[config.mk]
export PLATFORM = sky130hd
export DESIGN_NAME = ix_muldiv_unit
export DESIGN_NICKNAME = d
export VERILOG_FILES = /design/src/rtl/ix_pkg.sv /design/src/rtl/muldiv_negate.sv /design/src/rtl/ix_muldiv_unit.sv
export SDC_FILE = /design/constraint.sdc
export NUM_CORES = 1
export LEC_CHECK = 0
export BUFFER_PORTS_ARGS = -buffer_cell sky130_fd_sc_hd__buf_4
export CAP_MARGIN = 20
export CORE_MARGIN = 2
export CORE_UTILIZATION = 30
export DETAILED_ROUTE_END_ITERATION = 10
export GPL_TIMING_DRIVEN = 0
export HOLD_SLACK_MARGIN = 0.02
export PLACE_DENSITY = 0.57
export REMOVE_ABC_BUFFERS = 1
export SLEW_MARGIN = 20
export SYNTH_ARGS = -nofsm -noshare
export SYNTH_HDL_FRONTEND = slang
export SYNTH_SLANG_ARGS = --single-unit
[constraint.sdc]
create_clock -name clk -period 5.35 [get_ports clk]
set_clock_uncertainty 0.1 [all_clocks]
set_input_delay 0.2675 -clock clk [delete_from_list [all_inputs] [get_ports clk]]
set_output_delay 0.2675 -clock clk [all_outputs]
set_load 0.02 [all_outputs]
[src/rtl/ix_pkg.sv]
// rtl/ix_pkg.sv - shared opcodes, FSM encoding and width default for the IX mul/div unit
package ix_pkg;

  localparam int IX_XLEN = 32;

  localparam logic [5:0] ALU_MULT  = 6'h18;
  localparam logic [5:0] ALU_MULTU = 6'h19;
  localparam logic [5:0] ALU_DIV   = 6'h1A;
  localparam logic [5:0] ALU_DIVU  = 6'h1B;
  localparam logic [5:0] ALU_MTHI  = 6'h11;
  localparam logic [5:0] ALU_MTLO  = 6'h13;

  typedef enum logic [1:0] {
    ST_IDLE = 2'd0,
    ST_MUL  = 2'd1,
    ST_DIV  = 2'd2,
    ST_FIX  = 2'd3
  } ix_state_e;

endpackage

[src/rtl/muldiv_negate.sv]
// rtl/muldiv_negate.sv - combinational conditional two's-complement negation
module muldiv_negate #(
  parameter int W = 32
) (
  input  logic         neg_i,
  input  logic [W-1:0] val_i,
  output logic [W-1:0] val_o
);

  assign val_o = neg_i ? (~val_i + W'(1)) : val_i;

endmodule

[src/rtl/ix_muldiv_unit.sv]
// rtl/ix_muldiv_unit.sv - iterative MULT/MULTU/DIV/DIVU and MTHI/MTLO unit with HI/LO registers
// Optional MULDIV_EARLY_TERM_EN stops multiplication once the remaining multiplier is zero.
module ix_muldiv_unit
  import ix_pkg::*;
#(
  parameter int XLEN  = IX_XLEN,
  parameter int CNT_W = 6
) (
  input  logic            clk,
  input  logic            rst_n,
  input  logic            start,
  input  logic [5:0]      alu_op,
  input  logic [XLEN-1:0] A,
  input  logic [XLEN-1:0] B,
  input  logic            flush,
  output logic            busy,
  output logic            done,
  output logic            div_by_zero,
  output logic [XLEN-1:0] hi_out,
  output logic [XLEN-1:0] lo_out
);

  ix_state_e         state_q;
  logic              busy_q, done_q, dbz_q;
  logic [XLEN-1:0]   hi_q, lo_q;
  logic [CNT_W-1:0]  cnt_q;
  // Product for MUL; {remainder, quotient/dividend} for DIV.
  logic [2*XLEN-1:0] prod_q;
  logic [2*XLEN-1:0] mcand_q;
  logic [XLEN-1:0]   mplier_q;
  logic              neg_res_q, neg_rem_q, is_div_q;

  logic              is_signed;
  logic [XLEN-1:0]   abs_a, abs_b, fix_rem;
  logic [2*XLEN-1:0] fix_prod, mul_sum;
  logic [XLEN-1:0]   mplier_nxt;
  logic [XLEN:0]     div_shift, div_diff;
  logic              last_iter;

  assign is_signed = (alu_op == ALU_MULT) || (alu_op == ALU_DIV);

  muldiv_negate #(.W(XLEN)) u_abs_a (
    .neg_i(is_signed & A[XLEN-1]), .val_i(A), .val_o(abs_a));
  muldiv_negate #(.W(XLEN)) u_abs_b (
    .neg_i(is_signed & B[XLEN-1]), .val_i(B), .val_o(abs_b));
  // Low half of a 2*XLEN negation equals the XLEN negation, so this also fixes the quotient.
  muldiv_negate #(.W(2*XLEN)) u_fix_prod (
    .neg_i(neg_res_q), .val_i(prod_q), .val_o(fix_prod));
  muldiv_negate #(.W(XLEN)) u_fix_rem (
    .neg_i(neg_rem_q), .val_i(prod_q[2*XLEN-1:XLEN]), .val_o(fix_rem));

  assign mul_sum    = prod_q + (mplier_q[0] ? mcand_q : '0);
  assign mplier_nxt = mplier_q >> 1;
  assign div_shift  = {prod_q[2*XLEN-1:XLEN], prod_q[XLEN-1]};
  assign div_diff   = div_shift - {1'b0, mcand_q[XLEN-1:0]};
  assign last_iter  = (cnt_q == CNT_W'(XLEN-1));

  always_ff @(posedge clk or negedge rst_n) begin
    if (!rst_n) begin
      state_q   <= ST_IDLE;
      busy_q    <= 1'b0;
      done_q    <= 1'b0;
      dbz_q     <= 1'b0;
      hi_q      <= '0;
      lo_q      <= '0;
      cnt_q     <= '0;
      prod_q    <= '0;
      mcand_q   <= '0;
      mplier_q  <= '0;
      neg_res_q <= 1'b0;
      neg_rem_q <= 1'b0;
      is_div_q  <= 1'b0;
    end else begin
      done_q <= 1'b0;
      dbz_q  <= 1'b0;
      if (flush) begin
        state_q <= ST_IDLE;
        busy_q  <= 1'b0;
      end else begin
        case (state_q)
          ST_IDLE: begin
            if (start) begin
              case (alu_op)
                ALU_MTHI: begin
                  hi_q   <= A;
                  done_q <= 1'b1;
                end
                ALU_MTLO: begin
                  lo_q   <= A;
                  done_q <= 1'b1;
                end
                ALU_MULT, ALU_MULTU: begin
                  prod_q    <= '0;
                  mcand_q   <= {{XLEN{1'b0}}, abs_a};
                  mplier_q  <= abs_b;
                  cnt_q     <= '0;
                  neg_res_q <= is_signed & (A[XLEN-1] ^ B[XLEN-1]);
                  neg_rem_q <= 1'b0;
                  is_div_q  <= 1'b0;
                  busy_q    <= 1'b1;
`ifdef MULDIV_EARLY_TERM_EN
                  state_q   <= (abs_b == '0) ? ST_FIX : ST_MUL;
`else
                  state_q   <= ST_MUL;
`endif
                end
                ALU_DIV, ALU_DIVU: begin
                  if (B == '0) begin
                    hi_q   <= A;
                    lo_q   <= '1;
                    done_q <= 1'b1;
                    dbz_q  <= 1'b1;
                  end else begin
                    prod_q    <= {{XLEN{1'b0}}, abs_a};
                    mcand_q   <= {{XLEN{1'b0}}, abs_b};
                    cnt_q     <= '0;
                    neg_res_q <= is_signed & (A[XLEN-1] ^ B[XLEN-1]);
                    neg_rem_q <= is_signed & A[XLEN-1];
                    is_div_q  <= 1'b1;
                    busy_q    <= 1'b1;
                    state_q   <= ST_DIV;
                  end
                end
                default: ;
              endcase
            end
          end
          ST_MUL: begin
            prod_q   <= mul_sum;
            mcand_q  <= mcand_q << 1;
            mplier_q <= mplier_nxt;
            cnt_q    <= cnt_q + CNT_W'(1);
`ifdef MULDIV_EARLY_TERM_EN
            if (last_iter || (mplier_nxt == '0)) state_q <= ST_FIX;
`else
            if (last_iter) state_q <= ST_FIX;
`endif
          end
          ST_DIV: begin
            // Restoring step: keep the trial difference only when it did not go negative.
            prod_q <= {(div_diff[XLEN] ? div_shift[XLEN-1:0] : div_diff[XLEN-1:0]),
                       prod_q[XLEN-2:0], ~div_diff[XLEN]};
            cnt_q  <= cnt_q + CNT_W'(1);
            if (last_iter) state_q <= ST_FIX;
          end
          ST_FIX: begin
            hi_q    <= is_div_q ? fix_rem : fix_prod[2*XLEN-1:XLEN];
            lo_q    <= fix_prod[XLEN-1:0];
            done_q  <= 1'b1;
            busy_q  <= 1'b0;
            state_q <= ST_IDLE;
          end
          default: state_q <= ST_IDLE;
        endcase
      end
    end
  end

  assign busy        = busy_q;
  assign done        = done_q;
  assign div_by_zero = dbz_q;
  assign hi_out      = hi_q;
  assign lo_out      = lo_q;

endmodule

==> results of run 1 <==
## power breakdown
part	switching (W)	internal (W)
clock network	0.000860	0.00117
registers	0.000761	0.00243
logic	0.00436	0.00259
total	0.00598	0.00619
## synth_stat cells, drive strengths merged, types with 48 or more instances
master,n,area share [%]
nor2,170,3.2
a21oi,208,5.2
and2,79,2.5
clkbuf,125,2.3
o31ai,55,2.1
nand3,59,1.5
nor3,48,1.2
xor2,108,4.7
o21ai,265,6.7
mux2i,79,3.9
a21o,55,2.1
xnor2,98,4.3
ha,105,6.6
nand2,366,6.9
inv,80,1.5
dfrtp,238,30
a211oi,78,2.9
## metrics by stage
stage          util, %  TNS [ns]  hold slack (ns)
6_report          35.6         0           0.0368
4_1_cts           35.6         0           0.0203
2_1_floorplan        -         0           -0.128
3_5_place_dp      33.5         0            0.207
3_3_place_gp      32.7   -390.01            0.359
5_1_grt           35.6         0           0.0676
## worst max path at each step
stage / to / cells after the start / slack (ns)
global placement: prod_q[31]$_DFFE_PN0P_ / 5 / -4.91
floorplan: prod_q[56]$_DFFE_PN0P_ / 14 / 0.02
detailed placement: prod_q[58]$_DFFE_PN0P_ / 14 / 0.45
finish: prod_q[58]$_DFFE_PN0P_ / 14 / 0.42
CTS: prod_q[58]$_DFFE_PN0P_ / 14 / 0.41
global route: prod_q[35]$_DFFE_PN0P_ / 18 / 0.16
## area by class of cell
cell class | instances | area, um^2 | area share [%]
multi-input cells | 2091 | 13300 | 56.7
inverters | 80 | 303 | 1.29
clock inverters | 11 | 116 | 0.496
repair buffers | 204 | 1890 | 8.04
clock buffers | 40 | 827 | 3.52
flip-flops and latches | 238 | 5960 | 25.4
well taps | 864 | 1080 | 4.61
## per-layer routing
layer | GRT usage (%) | wire length (um)
met5 | 0 | 13
met4 | 4.15 | 1280
met3 | 2.12 | 4060
met2 | 31.7 | 32000
met1 | 31.1 | 35600
## kinds of logic after synthesis
family / count (synthesis) / share of synthesized area (%)
flip-flops: 238 / 29.7
AO/OA/AOI/OAI: 835 / 26.0
XOR/XNOR: 206 / 9.01
multiplexers: 86 / 4.34
AND/OR/NAND/NOR: 857 / 19.7
adder cells (fa/ha/maj): 107 / 6.76
buffers and inverters: 232 / 4.46
## sequential cells by signal, summed over array words and instances (netlist names)
| name | flops |
|---|---|
| busy | 1 |
| cnt_q | 6 |
| neg_res_q | 1 |
| div_by_zero | 1 |
| hi_out | 32 |
| prod_q | 64 |
| lo_out | 32 |
| state_q | 2 |
| mcand_q | 64 |
| neg_rem_q | 1 |
| mplier_q | 32 |
| is_div_q | 1 |
| done | 1 |
## worst max-delay path, cell delays in order (launching register included)
cell and delay, ns:
dfrtp_2 0.64, buf_16 0.28, and2_1 0.18, ha_1 0.43
and3_1 0.23, nand2_1 0.15, or4_1 0.57, or4_1 0.44
nor3b_1 0.51, o21bai_1 0.19, a31oi_1 0.30, a21oi_1 0.16
o21bai_1 0.23, xnor2_1 0.16, o221ai_1 0.16
==> flow_summary.yaml, run 1 <==
outcome:
  status: "complete, no violations"
cts:
  h-tree-depth: 1
  clockRootBuffer: "clkbuf_16"
  cts_max_path_buffers: 3
  cts_made_buffers: 29
  post_cts_buffers: 0
  cts_sinks: 238
  clk-insertion-delay-late_ns: 0.58
  path_clk_slew_ns: 0.06
  cts_tree: "built"
  post_cts_resized: 0
  cts_hold_buf: 41
sta:
  final-hold-violation-count: 0
  final.setup.worst_slack_ns: 0.420
  rsz0062_at_grt: "no"
  slew_headroom_pct: 29.9
  fmax_mhz: 203
  finalSetupViolCount: 0
  period_share_pct: 92.1
  worst_slew_pin_slew_ns: 1.05
  finalMaxSlewViolations: 0
  period_needed_ns: 4.93
logic_synthesis:
  yosysWarnings: 0
  async_flop_share_pct: 100
  synth_edf_count: 0
  seq_area_frac_synth_pct: 29.7
  yosysUniqueCellTypes: 72
  syn_inst: 2561
  ys.flop_type: "dfrtp_1"
  synth_area_per_cell_um2: 7.82
  syn_area_mm2: 0.0200
  ys_ff_latch: 238
detailed_routing:
  drt_iter0_drc: 1946
  firstDrtPassIters: 5
  wl_mm: 73.0
  vias: 19500
  drc: 0
  antenna_left: 0
  vias_per_cell: 5.53
  post_drt_wl_per_cell_um: 20.7
power:
  power.total_w: 0.0122
  p_leak_nw: 10.3
  powerDensity_mw_per_mm2: 519
  irDropWorstVdd_mv: 0.260
grt:
  grt_overflow_total: 0
  antenna_found_initial: 1
  grt_use_total_pct: 20.6
  grt_pass1_wl_mm: 113
  grt_pass1_vias: 18500
  grt_max_degree: 85
setup_path:
  start_kind: "flop"
  r2r_end: "prod_q[58]$_DFFE_PN0P_"
  crit_type: "reg -> reg"
  endpoint_kind: "flop"
  reg2reg_depth: 14
  crit_arrival_ns: 5.25
  crit_path_max_fanout: 39
  crit-reg2reg-launch: "mplier_q[0]$_DFFE_PN0P_"
  reg2reg_slack_ns: 0.42
  startpoint: "mplier_q[0]$_DFFE_PN0P_"
  cp.required_ns: 5.67
job:
  cap_violations: 0
cells_and_area:
  layout_common_cells: "363 x nand2_1, 259 x o21ai_0, 236 x dfrtp_1"
  layout.nets: 2825
  antenna_cells: 0
  fill_cells: 7008
  drive_above_1_share_pct: 9.53
  area_delta_synth_final_pct: 17.2
  layout_commonest_cell: "nand2_1"
  layout.cells.non_filler: 3528
  fin_area_mm2: 0.0235
worst_hold_path:
  hold_end: "mplier_q[11]$_DFFE_PN0P_"
  holdPathStages: 4
  min-delay-start: "B[11]"
  hold_path_class: "in -> reg"
floorplan:
  die-area_mm2: 0.0689
  io_pins: 141
  floorplan.rows: 94
  start_util_pct: 30.4
  die_h_um: 262
  core_mm2: 0.0660
  chipWidth_um: 262
placed_design:
  placed_cells: 3436
  post-place-ws_ns: 0.447
  dp_hpwl_mm: 55.6
  routabilityCongestion: 0.954
  placed_area_mm2: 0.0221
  io_buffer_count: 140
No activity file was read; power rests on OpenSTA's default activity.
==> run 2: changes to the inputs <==
- CORE_UTILIZATION: 30 -> 60
- PLACE_DENSITY: 0.57 -> 0.91
- clock period: 5.35 -> 5.8 ns (I/O delays scaled with it)
==> run 2 against run 1 <==
Effect of this change:
- global-route usage up 18 points
- largest power group unchanged
- non-clock buffer count down 17
- first-iteration DRC count up 26%
- combinational power down 8.1%
- highest routed layer is now met4
- critical path depth up 1
==> flow_summary.yaml, run 2 (same netlist as run 1, synthesis figures left out) <==
cells_and_area:
  top_regs: "mcand_q (64), prod_q (64)"
  fin_area_mm2: 0.0228
  drive_above_1_share_pct: 9.56
  layout_commonest_cell: "nand2_1"
  layout_common_cells: "363 x nand2_1, 259 x o21ai_0, 236 x dfrtp_1"
  layout.nets: 2807
  finalCoreUtilization_pct: 69.7
  area_delta_synth_final_pct: 13.8
  antenna_cells: 0
cts:
  cts_max_path_buffers: 3
  clk-insertion-delay-late_ns: 0.57
  h-tree-depth: 1
  cts_made_buffers: 28
  clockRootBuffer: "clkbuf_16"
  post_cts_resized: 0
  cts_sinks: 238
  post_cts_buffers: 0
  path_clk_slew_ns: 0.07
  cts_tree: "built"
setup_path:
  slowest_stage: "dfrtp_2"
  endpoint_kind: "flop"
  crit_arrival_ns: 5.16
  cp_cell_sequence: "buf_12, nand2_1, inv_1, ha_1, a211o_1, a211oi_1, o211a_1, o31ai_1, o21ai_0, a31oi_1, nand3b_1, o21ai_0, o21ai_0, xnor2_1, o311ai_0"
  crit_buf_inv: 2
  crit_type: "reg -> reg"
  start_kind: "flop"
  crit_family: "compound AO/OA/AOI/OAI gates"
  cp.required_ns: 6.14
  crit_path_max_fanout: 44
  worst_path_most_repeated_cell: "o21ai_0"
  critPathMaxStageDelay_ns: 0.64
sta:
  period_share_pct: 83.2
  finalMaxSlewViolations: 0
  final-hold-violation-count: 0
  period_needed_ns: 4.83
  fmax_mhz: 207
  slew_headroom_pct: 34.3
  rsz0062_at_grt: "no"
  finalSetupViolCount: 0
  worst_slew_pin_slew_ns: 0.985
detailed_routing:
  antenna_left: 0
  drt_iter0_drc: 2447
  drc: 0
  post_drt_wl_per_cell_um: 22.4
  vias_per_cell: 6.63
  vias: 20500
  wl_mm: 69.3
  firstDrtPassIters: 6
outcome:
  status: "complete, no violations"
grt:
  grt_max_degree: 87
  grt_pass1_vias: 19600
  grt_pass1_wl_mm: 109
  grt_use_total_pct: 38.6
  grt_overflow_total: 0
  antenna_found_initial: 0
worst_hold_path:
  hold_path_class: "in -> reg"
job:
  cap_violations: 0
power:
  irDropWorstVdd_mv: 0.383
  p_leak_nw: 10.2
  power.total_w: 0.0112
  powerDensity_mw_per_mm2: 492
floorplan:
  floorplan.rows: 66
  chipWidth_um: 187
  start_util_pct: 61.3
  io_pins: 141
  core_mm2: 0.0327
  die-area_mm2: 0.0349
  die_h_um: 187
placed_design:
  io_buffer_count: 140
  routabilityCongestion: 1.00
  dp_hpwl_mm: 51.0
  placed_area_mm2: 0.0216
## run 2: changes by cell type in the layout (fill, tap and decap cells not counted), sizes merged
cell,before,now
dlygate4sd3,41,24
clkbuf,40,36
clkinv,9,6
clkinvlp,0,3
inv,80,82
bufinv,2,3
## run 2: worst register-to-register path, stage by stage, from the launching register on
cell and delay (ns):
dfrtp_2 0.64, buf_12 0.26, nand2_1 0.15, inv_1 0.08, ha_1 0.24, a211o_1 0.32, a211oi_1 0.48, o211a_1 0.26
o31ai_1 0.10, o21ai_0 0.64, a31oi_1 0.39, nand3b_1 0.27, o21ai_0 0.17, o21ai_0 0.14, xnor2_1 0.11, o311ai_0 0.34
## run 2: routing by layer
layer  part of all wire [%]  wire length [um]  up-vias  GRT usage (%)
met4                    6.0              4130        0           20.0
met2                     44             30400     1181           60.0
li1                       -                 -     9293              -
met3                    9.6              6690      256           7.75
met5                      0                 0        -              0
met1                     41             28100     9757           51.2
## run 2: per-stage QoR
step           setup WS (ns)  cells  hold WS, ns  setup TNS, ns
6_report               0.973   3088       0.0307              0
5_1_grt                0.821   3088       0.0453              0
4_1_cts                 1.08   3088       0.0229              0
3_5_place_dp            1.11   3014        0.192              0
3_3_place_gp           -2.98   2991        0.353        -187.06
2_1_floorplan          0.467   2409       -0.106              0
## run 2: cell type report
type / count / area [um^2]
clock buffers: 36 / 782
multi-input cells: 2091 / 13300
clock inverters: 14 / 168
flip-flops and latches: 238 / 5960
fillers: 2596 / 9910
inverters: 80 / 303
well taps: 442 / 553
repair buffers: 187 / 1750
## run 2: path summary, 6_finish.rpt
check                                    startpoint                       end  slack, ns  depth (start not counted)
max in group asynchronous                     rst_n    hi_out[15]$_DFFE_PN0P_       4.56                          3
min                                           A[26]    hi_out[26]$_DFFE_PN0P_       0.03                          3
max                         mplier_q[0]$_DFFE_PN0P_    prod_q[63]$_DFFE_PN0P_       0.97                         15
min in group asynchronous                     rst_n   mcand_q[57]$_DFFE_PN0P_       0.17                          2
max reg2reg                 mplier_q[0]$_DFFE_PN0P_    prod_q[63]$_DFFE_PN0P_       0.97                         15
min reg2reg                mplier_q[27]$_DFFE_PN0P_  mplier_q[27]$_DFFE_PN0P_       0.38                          2
## run 2: power by group
part           total, W  internal (W)  switching (W)
Sequential      0.00296       0.00224       0.000715
Combinational   0.00639       0.00239        0.00401
Clock           0.00187       0.00109       0.000784
## run 2: repair_timing
| item | CTS | global route |
|---|---|---|
| endpoints found under the setup margin | 0 | 0 |
| endpoints found under the hold margin | 103 | 0 |
| hold buffers | 24 | 0 |
